<file path="src/rtl/period_sched_pkg.sv">
// Shared types and constants for the period scheduler.
// Table entries hold DEF_MIN_W-bit minutes, so MIN_W must not exceed DEF_MIN_W.
package period_sched_pkg;

  localparam int DAY_MINUTES = 1440;
  localparam int DEF_MIN_W   = 11;

  typedef enum logic [1:0] {
    IDLE,
    WAIT_START,
    IN_CLASS,
    DAY_DONE
  } state_t;

  typedef struct packed {
    logic [DEF_MIN_W-1:0] start_min;
    logic [DEF_MIN_W-1:0] end_min;
    logic                 valid;
  } period_entry_t;

endpackage

</file>
<file path="src/rtl/period_scheduler_if.sv">
// Configuration bus for writing the period table.
// The master drives the write strobe and entry fields; the slave reports rejected writes.
interface period_scheduler_if #(
  parameter int NUM_PERIODS = 8,
  parameter int MIN_W       = 11
);
  localparam int IDX_W = $clog2(NUM_PERIODS);

  logic             cfg_we;
  logic [IDX_W-1:0] cfg_idx;
  logic [MIN_W-1:0] cfg_start;
  logic [MIN_W-1:0] cfg_end;
  logic             cfg_valid;
  logic             cfg_err;

  modport master (
    output cfg_we, cfg_idx, cfg_start, cfg_end, cfg_valid,
    input  cfg_err
  );

  modport slave (
    input  cfg_we, cfg_idx, cfg_start, cfg_end, cfg_valid,
    output cfg_err
  );

endinterface

</file>
<file path="src/rtl/period_table.sv">
// Period start/end register file with write-legality check and valid-index lookups.
// Writes are only accepted while the scheduler says the table is idle and start < end.
module period_table
  import period_sched_pkg::*;
#(
  parameter int NUM_PERIODS = 8,
  parameter int MIN_W       = DEF_MIN_W,
  localparam int IDX_W      = $clog2(NUM_PERIODS)
) (
  input  logic             clk,
  input  logic             rst_n,
  input  logic             allow,
  period_scheduler_if.slave cfg,
  input  logic [IDX_W-1:0] query_idx,
  output logic [MIN_W-1:0] cur_start,
  output logic [MIN_W-1:0] cur_end,
  output logic [IDX_W-1:0] first_idx,
  output logic             first_found,
  output logic [IDX_W-1:0] next_idx,
  output logic             next_found
);

  period_entry_t entries [NUM_PERIODS];
  logic          write_ok;

  assign write_ok = allow && (cfg.cfg_start < cfg.cfg_end) &&
                    (int'(cfg.cfg_idx) < NUM_PERIODS);

  always_ff @(posedge clk) begin
    if (!rst_n) begin
      for (int i = 0; i < NUM_PERIODS; i++) begin
        entries[i] <= '0;
      end
      cfg.cfg_err <= 1'b0;
    end else begin
      cfg.cfg_err <= 1'b0;
      if (cfg.cfg_we) begin
        if (write_ok) begin
          entries[cfg.cfg_idx] <= '{start_min: DEF_MIN_W'(cfg.cfg_start),
                                    end_min:   DEF_MIN_W'(cfg.cfg_end),
                                    valid:     cfg.cfg_valid};
        end else begin
          cfg.cfg_err <= 1'b1;
        end
      end
    end
  end

  assign cur_start = MIN_W'(entries[query_idx].start_min);
  assign cur_end   = MIN_W'(entries[query_idx].end_min);

  // Scanning downward lets the lowest matching index win.
  always_comb begin
    first_found = 1'b0;
    first_idx   = '0;
    next_found  = 1'b0;
    next_idx    = '0;
    for (int i = NUM_PERIODS - 1; i >= 0; i--) begin
      if (entries[i].valid) begin
        first_found = 1'b1;
        first_idx   = IDX_W'(i);
        if (i > int'(query_idx)) begin
          next_found = 1'b1;
          next_idx   = IDX_W'(i);
        end
      end
    end
  end

endmodule

</file>
<file path="src/rtl/period_scheduler.sv">
// Walks the period table against the live minute count and emits boundary pulses.
// Optional advance warning is built only when PERIOD_SCHED_WARN_EN is defined.
module period_scheduler
  import period_sched_pkg::*;
#(
  parameter int NUM_PERIODS = 8,
  parameter int MIN_W       = DEF_MIN_W,
  parameter int WARN_MIN    = 5,
  localparam int IDX_W      = $clog2(NUM_PERIODS)
) (
  input  logic             clk,
  input  logic             rst_n,
  input  logic [MIN_W-1:0] min_in,
  input  logic             day_rst,
  period_scheduler_if.slave cfg,
  output logic [IDX_W-1:0] period_idx,
  output logic             in_class,
  output logic             period_start,
  output logic             period_end,
  output logic             day_done,
  output logic             warn_pulse
);

  state_t           state;
  logic             day_rst_q;
  logic             edge_taken;
  logic [MIN_W-1:0] cur_start;
  logic [MIN_W-1:0] cur_end;
  logic [IDX_W-1:0] first_idx;
  logic [IDX_W-1:0] next_idx;
  logic             first_found;
  logic             next_found;

  period_table #(
    .NUM_PERIODS (NUM_PERIODS),
    .MIN_W       (MIN_W)
  ) u_table (
    .clk         (clk),
    .rst_n       (rst_n),
    .allow       ((state == IDLE) || (state == DAY_DONE)),
    .cfg         (cfg),
    .query_idx   (period_idx),
    .cur_start   (cur_start),
    .cur_end     (cur_end),
    .first_idx   (first_idx),
    .first_found (first_found),
    .next_idx    (next_idx),
    .next_found  (next_found)
  );

  // A new day is ignored only when idle with nothing to schedule.
  assign edge_taken = day_rst && !day_rst_q && ((state != IDLE) || first_found);

  always_ff @(posedge clk) begin
    if (!rst_n) begin
      state        <= IDLE;
      period_idx   <= '0;
      in_class     <= 1'b0;
      period_start <= 1'b0;
      period_end   <= 1'b0;
      day_done     <= 1'b0;
      day_rst_q    <= 1'b0;
    end else begin
      day_rst_q    <= day_rst;
      period_start <= 1'b0;
      period_end   <= 1'b0;
      if (edge_taken) begin
        if (state == IN_CLASS) begin
          period_end <= 1'b1;
        end
        in_class <= 1'b0;
        day_done <= 1'b0;
        if (first_found) begin
          state      <= WAIT_START;
          period_idx <= first_idx;
        end else begin
          state <= IDLE;
        end
      end else begin
        case (state)
          WAIT_START: begin
            if (min_in >= cur_start) begin
              state        <= IN_CLASS;
              period_start <= 1'b1;
              in_class     <= 1'b1;
            end
          end
          IN_CLASS: begin
            if (min_in >= cur_end) begin
              period_end <= 1'b1;
              in_class   <= 1'b0;
              if (next_found) begin
                state      <= WAIT_START;
                period_idx <= next_idx;
              end else begin
                state    <= DAY_DONE;
                day_done <= 1'b1;
              end
            end
          end
          default: ;
        endcase
      end
    end
  end

`ifdef PERIOD_SCHED_WARN_EN
  localparam int SUM_W = MIN_W + 1;

  logic             warned;
  logic [SUM_W-1:0] warn_sum;

  // One extra bit keeps late-evening sums from wrapping.
  assign warn_sum = {1'b0, min_in} + SUM_W'(WARN_MIN);

  always_ff @(posedge clk) begin
    if (!rst_n) begin
      warn_pulse <= 1'b0;
      warned     <= 1'b0;
    end else begin
      warn_pulse <= 1'b0;
      if (edge_taken || ((state == IN_CLASS) && (min_in >= cur_end))) begin
        warned <= 1'b0;
      end else if ((state == WAIT_START) && !warned &&
                   (warn_sum >= {1'b0, cur_start})) begin
        warn_pulse <= 1'b1;
        warned     <= 1'b1;
      end
    end
  end
`else
  assign warn_pulse = 1'b0;
`endif

endmodule

</file>
<file path="src/flat_wrapper.sv">
// flat-port wrapper written by rule: the top's interface ports become plain ports
module period_scheduler_flat import period_sched_pkg::*;
#(
  parameter int NUM_PERIODS = 8,
  parameter int MIN_W       = DEF_MIN_W,
  parameter int WARN_MIN    = 5,
  localparam int IDX_W      = $clog2(NUM_PERIODS)
)
  (clk, rst_n, min_in, day_rst, period_idx, in_class, period_start, period_end, day_done, warn_pulse, cfg_cfg_we, cfg_cfg_idx, cfg_cfg_start, cfg_cfg_end, cfg_cfg_valid, cfg_cfg_err);
  period_scheduler_if #(.NUM_PERIODS(NUM_PERIODS), .MIN_W(MIN_W)) cfg_i ();
  input  logic clk;
  input  logic rst_n;
  input  logic [MIN_W-1:0] min_in;
  input  logic day_rst;
  output logic [IDX_W-1:0] period_idx;
  output logic in_class;
  output logic period_start;
  output logic period_end;
  output logic day_done;
  output logic warn_pulse;
  input wire logic [$bits(cfg_i.cfg_we)-1:0] cfg_cfg_we;
  input wire logic [$bits(cfg_i.cfg_idx)-1:0] cfg_cfg_idx;
  input wire logic [$bits(cfg_i.cfg_start)-1:0] cfg_cfg_start;
  input wire logic [$bits(cfg_i.cfg_end)-1:0] cfg_cfg_end;
  input wire logic [$bits(cfg_i.cfg_valid)-1:0] cfg_cfg_valid;
  output wire logic [$bits(cfg_i.cfg_err)-1:0] cfg_cfg_err;
  assign cfg_i.cfg_we = cfg_cfg_we;
  assign cfg_i.cfg_idx = cfg_cfg_idx;
  assign cfg_i.cfg_start = cfg_cfg_start;
  assign cfg_i.cfg_end = cfg_cfg_end;
  assign cfg_i.cfg_valid = cfg_cfg_valid;
  assign cfg_cfg_err = cfg_i.cfg_err;
  period_scheduler #(.NUM_PERIODS(NUM_PERIODS), .MIN_W(MIN_W), .WARN_MIN(WARN_MIN)) u_core (.clk(clk), .rst_n(rst_n), .min_in(min_in), .day_rst(day_rst), .cfg(cfg_i), .period_idx(period_idx), .in_class(in_class), .period_start(period_start), .period_end(period_end), .day_done(day_done), .warn_pulse(warn_pulse));
endmodule
</file>
<file path="config.mk">
export PLATFORM = sky130hd
export DESIGN_NAME = period_scheduler_flat
export DESIGN_NICKNAME = d
export VERILOG_FILES = /design/src/rtl/period_sched_pkg.sv /design/src/rtl/period_scheduler_if.sv /design/src/rtl/period_table.sv /design/src/rtl/period_scheduler.sv /design/src/flat_wrapper.sv
export SDC_FILE = /design/constraint.sdc
export NUM_CORES = 1
export LEC_CHECK = 0
export ABC_CLOCK_PERIOD_IN_PS = 10310
export BUFFER_PORTS_ARGS = -buffer_cell sky130_fd_sc_hd__buf_2
export CAP_MARGIN = 20
export CELL_PAD_IN_SITES_DETAIL_PLACEMENT = 1
export CELL_PAD_IN_SITES_GLOBAL_PLACEMENT = 1
export CORE_MARGIN = 3
export CORE_UTILIZATION = 55
export CTS_BUF_LIST = sky130_fd_sc_hd__clkbuf_16
export CTS_CLUSTER_DIAMETER = 50
export DETAILED_ROUTE_END_ITERATION = 8
export PLACE_DENSITY_LB_ADDON = 0.1
export SLEW_MARGIN = 20
export SYNTH_ARGS = -nofsm -noshare
export SYNTH_HDL_FRONTEND = slang
export SYNTH_SLANG_ARGS = --single-unit
</file>
<file path="constraint.sdc">
create_clock -name clk -period 10.31 [get_ports clk]
set_input_delay 1.031 -clock clk [delete_from_list [all_inputs] [get_ports clk]]
set_output_delay 1.031 -clock clk [all_outputs]
set_load 0.01 [all_outputs]
</file>
# After elaboration in Yosys (flattened, before gate mapping)
# Memory sizes are Yosys's and may differ from the RTL's. A register that Yosys moved wholly into a read port is not among the register bits.
# Index checks and enable logic that the tools add are counted.
# totals
mem_bits_rw	184
input_bits	41
memories	1
regBits	11
# classes
magnitude_cmp	10
n_eq_ne	8
bitwise	3
reduce_logical	21
mux	74
# memory_table
memory	depth	width	read_ports	rd_ports_with_merged_regs	write_ports	line	rtl
u_core.u_table.entries	8	23	9	1	8	period_table.sv:23	period_entry_t entries [NUM_PERIODS];
# op_table
cell	n
$mux W3	30
$mux W1	37
$mux W23	1
$reduce_or A23 Y1	1
$ge A11 B11 Y1	2
$gt A3 B3 Y1 const A	4
$lt A11 B11 Y1	1
$reduce_bool A2 Y1	5
$reduce_and A3 Y1	3
$mux W2	4
$gt A2 B3 Y1 const A	2
$eq A2 B2 Y1 const B	2
$ne A2 B2 Y1 const B	2
$pmux W2 S2	1
$reduce_and A4 Y1	1
$gt A1 B3 Y1 const A	1
$logic_and A1 B1 Y1	3
$ne A3 B1 Y1 const B	1
$ne A3 B2 Y1 const B	1
$not A1 Y1	3
$reduce_bool A3 Y1	1
$reduce_or A3 Y1	1
$eq A2 B1 Y1 const B	1
$logic_not A2 Y1	1
other kinds (6)	7

# Depth between registers and ports, before layout
# Gate-level depths: netlist of run 1.
# depth
word_depth	21
depth_mapped	11
depth_no_buf	9

# Cells and area by module
# Synthesis of run 1 repeated with hierarchy kept, for this count alone.
# unflattened
hier_cells	828
hier_area_um2	10258.6
# by_module_without_submodules
mod	n_inst	area_per_inst_um2	cells_each
period_table	1	9196.3	694
period_scheduler	1	1062.3	134

# Worst setup path before layout of run 1
# No wires, ideal clock.
# synth_path
kind	input to register
startpoint	in cfg_cfg_end[10]
endpoint	mem u_core.u_table.entries[0][0] (netlist bit) (enable)
stages	9
required_time_ps	9899
setup_ps	411
arrival_ps	3709
n_path_buf	2
setup_slack_ps	6190
cell_sequence	inv_1 ha_1 a211oi_2 o2111ai_2 or3_1 buf_2 buf_6 o21a_1 a21oi_1
# synth_rtl
element	line	rtl
start: declaration	flat_wrapper.sv:24	input wire logic [$bits(cfg_i.cfg_end)-1:0] cfg_cfg_end;
end: declaration	period_table.sv:23	

==> metrics.yaml, run 1 <==
synth.largest_area_cell: "edfxtp_1"
powerDensity_nw_per_um2: 165
clockBufferDepth: 2
row_count: 49
clk_pin_slew_ps: 70
h-tree-depth: 4
core_sq_um: 18400
synth_cell_type_count: 57
critPathTopFamily: "multiplexers"
fin_cells: 1057
globalplace.congestion: 0.951
synthTopCellsByArea: "edfxtp_1, a211oi_1, mux4_2, ha_1, dfxtp_1"
crit_slowest_cell: "buf_4"
die_area_sq_um: 20900
cts_hold_buf: 0
firstDrtPassIters: 5
crit_chain: "buf_4 > mux4_2 > mux2i_1 > ha_1 > a21oi_1 > o21ai_0 > nand2b_1 > nand4b_1 > a41oi_2 > mux2i_1"
grt_util_all_layers_pct: 31.0
drc: 0
fmax_mhz: 243
clock_sinks: 198
outcome: "finished clean"
grt_overflow_total: 0
nNetsFinal: 891
grt_pass1_vias: 7821
ys.flop_type: "edfxtp_1"
hpwl_um: 19100
synthesis.nets: 890
antenna_found_initial: 0
cp_common_cell: "mux2i_1"
cts_resized: 0
initial_core_util_pct: 57.3
ys_top_cells_by_count: "edfxtp_1, a211oi_1, nand2_1, a21oi_1, clkbuf_1"
insertion_delay_ps: 440
ys_async_sr_fraction_pct: 0
rsz0062_at_grt: "no"
tightest_slew_ps: 1080
grt_pass1_wl_um: 47800
cts_made_buffers: 17
setup_viol: 0
initialDrtViolationCount: 897
cp.required_ps: 10670
fp.dieW_um: 144
endpoint_kind: "flop"
synthesis.area_sq_um: 10500
holdWs_ps: 478
viasPerCell: 7.12
routed_wirelength_um: 31300
ir_drop_v: 0.000154
maxSlewViolCount: 0
io_buffers: 48
fin_skew_ps: 7.93
worstHoldPathType: "reg -> reg"
maxCapViolations: 0
path_buf_inv: 1
yosysWarnings: 0
fin_crit_ps: 4110
route.met2.wl_um: 15500
min_from: "u_core.day_done"
arrival_ps: 4470
synth_seq_cells: 198
synth.most_common_cell: "edfxtp_1"
start_kind: "flop"
synth.top_cell.area_share_pct: 52.4
finalWorstSetupSlack_ps: 6200
crit_type: "reg -> reg"
yosysSeqAreaShare_pct: 55.1
final_hold_viol_count: 0
routedWlPerCell_um: 29.6
fp.dieH_um: 144
synth_edf_count: 184
period_share_pct: 39.9
tritoncts: "done"
top_layer_used: "met4"
layout-drive-gt1-share_pct: 20.4
root_buffer: "clkbuf_16"
ant_nets: 0
crit_fanout: 36
slew_headroom_pct: 27.7
synthCells: 814
postCtsSetupBuffers: 0
cellLeakagePower_nw: 3.83
vias: 7523
io_pins: 50
critPathMaxStageDelay_ps: 670
grt_max_degree: 105
diodes: 0
utilization_pct: 62.3
syn_area_per_cell_sq_um: 12.9
wl_met3_um: 2350
dp_cells: 1025
met1_length_um: 12600
area_growth_pct: 8.81
pre_cts_ws_ps: 5870
tns_ps: 0
-- final cells by class --
type	count	area (sq um)
multi-input cells	511	4340
fillers	1764	6930
inverters	18	67.6
clock buffers	19	475
flip-flops and latches	198	5810
well taps	229	287
clock inverters	13	91.3
repair buffers	69	398
-- worst reg2reg max path, cell delays in order, from the launching register on --
cell	delay (ps)
dfxtp_2	570
buf_4	670
mux4_2	660
mux2i_1	340
ha_1	330
a21oi_1	140
o21ai_0	110
nand2b_1	110
nand4b_1	270
a41oi_2	580
mux2i_1	260
-- sequential cells by signal, indices dropped and copies added, names as in the netlist, named ones only --
signal,count
u_core.u_table.cfg.cfg_err,1
u_core.period_idx,3
u_core.in_class,1
u_core.day_rst_q,1
u_core.state,2
u_core.period_end,1
u_core.period_start,1
u_core.u_table.entries,184
u_core.day_done,1
-- report_power, final --
part	internal, W	switching [W]	total [W]
combinational	0.000104	0.000204	0.000308
sequential	0.000915	0.0000179	0.000933
clock	0.000341	0.000312	0.000653
-- cells in the final DEF, fill, tap and decap left out, types with 9 or more instances in the layout --
| master | count |
|---|---|
| inv_1 | 20 |
| mux2i_1 | 26 |
| nand2_1 | 69 |
| a211oi_1 | 149 |
| o21ai_0 | 9 |
| nor2_1 | 16 |
| buf_4 | 21 |
| dfxtp_1 | 12 |
| nor2b_1 | 9 |
| nand2b_1 | 23 |
| clkbuf_16 | 19 |
| ha_1 | 35 |
| mux4_2 | 44 |
| a21oi_1 | 47 |
| edfxtp_1 | 184 |
| buf_2 | 48 |
-- worst paths after layout --
check	to	slack, ps	cells after the start
hold / removal	u_core.day_done	480	2
setup / recovery	flop	6200	10
setup reg to reg	flop	6200	10
hold reg to reg	u_core.day_done	480	2
-- layer usage --
layer / up-vias / GRT usage, %
met2: 368 / 51.2
met5: - / 0
li1: 3250 / -
met4: 0 / 10.1
met1: 3838 / 42.2
met3: 67 / 5.46
-- through the flow --
stage	cell area, sq um	power (W)
2_1_floorplan	10500	0.00115
5_1_grt	11500	0.00195
3_3_place_gp	10900	0.00123
4_1_cts	11500	0.00189
6_report	11500	0.00189
3_5_place_dp	10900	0.00125
-- cells by family after synthesis --
family	synth area share [%]
AOI/OAI and AO/OA	17.7
adders and majority gates	4.16
buffers and inverters	4.20
DFF	55.1
muxes	12.1
other	0.0356
and+or+nand+nor	6.68
Note: power is estimated with default switching activity, not from simulation.
==> run 2, diff against run 1 <==
--- a/config.mk
+++ b/config.mk
@@ -5,13 +5,14 @@
 export SDC_FILE = /design/constraint.sdc
 export NUM_CORES = 1
 export LEC_CHECK = 0
-export ABC_CLOCK_PERIOD_IN_PS = 10310
+export ABC_AREA = 1
+export ABC_CLOCK_PERIOD_IN_PS = 4050
 export BUFFER_PORTS_ARGS = -buffer_cell sky130_fd_sc_hd__buf_2
 export CAP_MARGIN = 20
 export CELL_PAD_IN_SITES_DETAIL_PLACEMENT = 1
 export CELL_PAD_IN_SITES_GLOBAL_PLACEMENT = 1
 export CORE_MARGIN = 3
-export CORE_UTILIZATION = 55
+export CORE_UTILIZATION = 49
 export CTS_BUF_LIST = sky130_fd_sc_hd__clkbuf_16
 export CTS_CLUSTER_DIAMETER = 50
 export DETAILED_ROUTE_END_ITERATION = 8
==> constraint.sdc (replaced) <==
create_clock -name clk -period 4.05 [get_ports clk]
set_input_delay 0.405 -clock clk [delete_from_list [all_inputs] [get_ports clk]]
set_output_delay 0.405 -clock clk [all_outputs]
set_load 0.01 [all_outputs]
==> run 2 against run 1 <==
Design area fell by 5.9%. Synthesized cell count rose by 19%. Routed wire length fell by 9.8%. Via count fell by 0.35%. Sequential cell count did not move. Non-clock buffer count rose by 7. Core utilization fell by 5.8 points. Hold slack got worse by 310 ps. Global-route usage fell by 4.5 points. Sequential share of layout area rose by 3.2 points.
==> metrics.yaml, run 2 <==
outcome: "finished clean"  # unchanged
fp.dieW_um: 147  # was 144 um
crit_type: "reg -> reg"  # unchanged
insertion_delay_ps: 440  # about the same
synth_seq_cells: 198  # unchanged
viasPerCell: 5.84  # was 7.12
clock_sinks: 198  # unchanged
die_area_sq_um: 21500  # was 20900 sq um
diodes: 0  # unchanged
grt_util_all_layers_pct: 26.6  # was 31.0%
cp_common_cell: "nor2_1"  # was mux2i_1
fin_crit_ps: 3190  # was 4110 ps
arrival_ps: 3510  # was 4470 ps
syn_area_per_cell_sq_um: 10.1  # was 12.9 sq um
crit_chain: "inv_1 > buf_4 > o21ai_0 > o221ai_1 > o21ai_1 > ha_1 > nand2_1 > nor2_1 > a21boi_1 > nor2_1 > nand2_1 > nand3_1 > inv_2 > nor2_2 > nor2_1 > nor2_1"  # was buf_4 > mux4_2 > mux2i_1 > ha_1 > a21oi_1 > o21ai_0 > nand2b_1 > nand4b_1 > a41oi_2 > mux2i_1
yosysWarnings: 0  # unchanged
dp_cells: 1251  # was 1025
reg2reg_slack_ps: 860  # was 6200 ps
clockBufferDepth: 2  # unchanged
min_from: "day_rst"  # was u_core.day_done
synthesis.area_sq_um: 9700  # was 10500 sq um
synth_edf_count: 184  # unchanged
synth.top_cell.area_share_pct: 57.0  # was 52.4%
ys_top_cells_by_count: "nor2_1, edfxtp_1, o21ai_0, nand2_1, inv_1"  # was edfxtp_1, a211oi_1, nand2_1, a21oi_1, clkbuf_1
cp.required_ps: 4370  # was 10670 ps
layout_commonest_cell: "nor2_1"  # was edfxtp_1
slew_headroom_pct: 51.8  # was 27.7%
grt_max_degree: 47  # was 105
ys_async_sr_fraction_pct: 0  # unchanged
regArea_sq_um: 5810  # about the same
hpwl_um: 19800  # was 19100 um
largest_reg_flops: 184  # unchanged
regMostFlops: "u_core.u_table.entries"  # unchanged
layout-drive-gt1-share_pct: 12.6  # was 20.4%
synthesis.nets: 1041  # was 890
routed_wirelength_um: 28200  # was 31300 um
io_buffers: 48  # unchanged
fin_cells: 1283  # was 1057
cts_hold_buf: 0  # unchanged
setup_viol: 0  # unchanged
critPathTopFamily: "buffers and inverters"  # was multiplexers
endpoint_kind: "flop"  # unchanged
fp.dieH_um: 147  # was 144 um
period_share_pct: 78.8  # was 39.9%
cts_resized: 0  # unchanged
final_hold_viol_count: 0  # unchanged
core_sq_um: 19100  # was 18400 sq um
layout.cells.most_common_list: "nor2_1, edfxtp_1, o21ai_0, nand2_1"  # was edfxtp_1, a211oi_1, nand2_1, buf_2, a21oi_1
cellLeakagePower_nw: 4.35  # was 3.83 nW
synth_cell_type_count: 33  # was 57
initial_core_util_pct: 50.8  # was 57.3%
synth.most_common_cell: "nor2_1"  # was edfxtp_1
critPathMaxStageDelay_ps: 530  # was 670 ps
row_count: 50  # was 49
root_buffer: "clkbuf_16"  # unchanged
maxSlewViolCount: 0  # unchanged
synthCells: 965  # was 814
fin_skew_ps: 15.5  # was 7.93 ps
globalplace.congestion: 0.815  # was 0.951
initialDrtViolationCount: 904  # was 897
rsz0062_at_grt: "no"  # unchanged
vias: 7497  # was 7523
worstHoldPathType: "in -> reg"  # was reg -> reg
fmax_mhz: 313  # was 243 MHz
cts_made_buffers: 17  # unchanged
crit_slowest_cell: "inv_1"  # was buf_4
io_pins: 50  # unchanged
synth.largest_area_cell: "edfxtp_1"  # unchanged
ir_drop_v: 0.000286  # was 0.000154 V
tritoncts: "done"  # unchanged
biggestRegsByFlops: "u_core.u_table.entries x184, u_core.period_idx x3, u_core.state x2"  # unchanged
fillers: 2163  # was 1764
tns_ps: 0  # unchanged
ys.flop_type: "edfxtp_1"  # unchanged
nNetsFinal: 1086  # was 891
powerDensity_nw_per_um2: 451  # was 165 nW/um^2
grt_pass1_wl_um: 43900  # was 47800 um
start_kind: "flop"  # unchanged
path_buf_inv: 3  # was 1
grt_overflow_total: 0  # unchanged
grt_pass1_vias: 7570  # was 7821
synthTopCellsByArea: "edfxtp_1, nor2_1, ha_1, o21ai_0, dfxtp_1"  # was edfxtp_1, a211oi_1, mux4_2, ha_1, dfxtp_1
yosysSeqAreaShare_pct: 59.8  # was 55.1%
ant_nets: 0  # unchanged
h-tree-depth: 4  # unchanged
area_growth_pct: 11.2  # was 8.81%
routedWlPerCell_um: 22.0  # was 29.6 um
clk_pin_slew_ps: 80  # was 70 ps
maxCapViolations: 0  # unchanged
crit_fanout: 17  # was 36
tightest_slew_ps: 721  # was 1080 ps
firstDrtPassIters: 5  # unchanged
antenna_found_initial: 1  # was 0
multi_input_area_sq_um: 3330  # was 4340 sq um
drc: 0  # unchanged
power_w: 0.00486  # was 0.00189 W
postCtsSetupBuffers: 0  # unchanged
run 2: changes by cell type after synthesis, sizes merged, moves of 12 or more:
cell    delta
buf       -16
nand2b    -23
o221ai    +20
o22ai     +23
clkbuf    -21
o21ai    +109
mux4      -44
inv       +36
a211oi   -148
clkinv    +12
mux2i     -26
nor2     +300
a21oi     -37
run 2: path summary, 6_finish.rpt:
path,end,depth (start not counted)
min reg2reg,u_core.day_done,2
max reg2reg,u_core.period_idx[1],16
max,u_core.period_idx[1],16
min,u_core.day_rst_q,3
run 2: cells by family after synthesis:
group	after synthesis	synth area share, %
flip-flops	198	59.8
buffers and inverters	116	5.79
other	1	0.0387
AO/OA/AOI/OAI	189	11.2
adder cells (fa/ha/maj)	35	4.51
AND/OR/NAND/NOR	426	18.6
run 2: layout make-up:
cell class                      instances  share of cell area, %
Clock buffer                           17                   3.94
Clock inverter                         15                   1.59
Inverter                               66                   2.30
Multi-Input combinational cell        651                   30.9
Sequential cell                       198                   53.8
Tap cell                              260                   3.02
Timing Repair Buffer                   76                   4.41
run 2: power by group:
part / total, W / switching [W] / leakage [nW] / internal [W]
sequential: 0.00236 / 0.0000417 / 2.02 / 0.00232
combinational: 0.000760 / 0.000537 / 2.03 / 0.000223
clock: 0.00174 / 0.000810 / 0.294 / 0.000930
run 2: worst reg2reg max path, delay by kind of cell (launching register included):
family	cells	cell delay, ps
buffers and inverters	3	910
and+or+nand+nor	8	880
AOI/OAI and AO/OA	4	640
adders and majority gates	1	350
DFF	1	320
run 2: through the flow:
stage | setup WS, ps | hold slack, ps | area [sq um] | util (%)
after floorplan | 1230 | 458 | 9700 | -
after global placement | 748 | 432 | 10200 | 53.4
after detailed placement | 745 | 445 | 10200 | 53.4
after CTS | 807 | 152 | 10800 | 56.5
after global routing | 662 | 178 | 10800 | 56.5
final | 858 | 166 | 10800 | 56.5
run 2: metal layers:
metal	global-route usage [%]	vias up	wire length (um)
li1	-	3425	-
met1	39.9	3775	12900
met2	40.3	263	12900
met3	4.84	32	1960
met4	6.68	2	429
met5	0	-	14
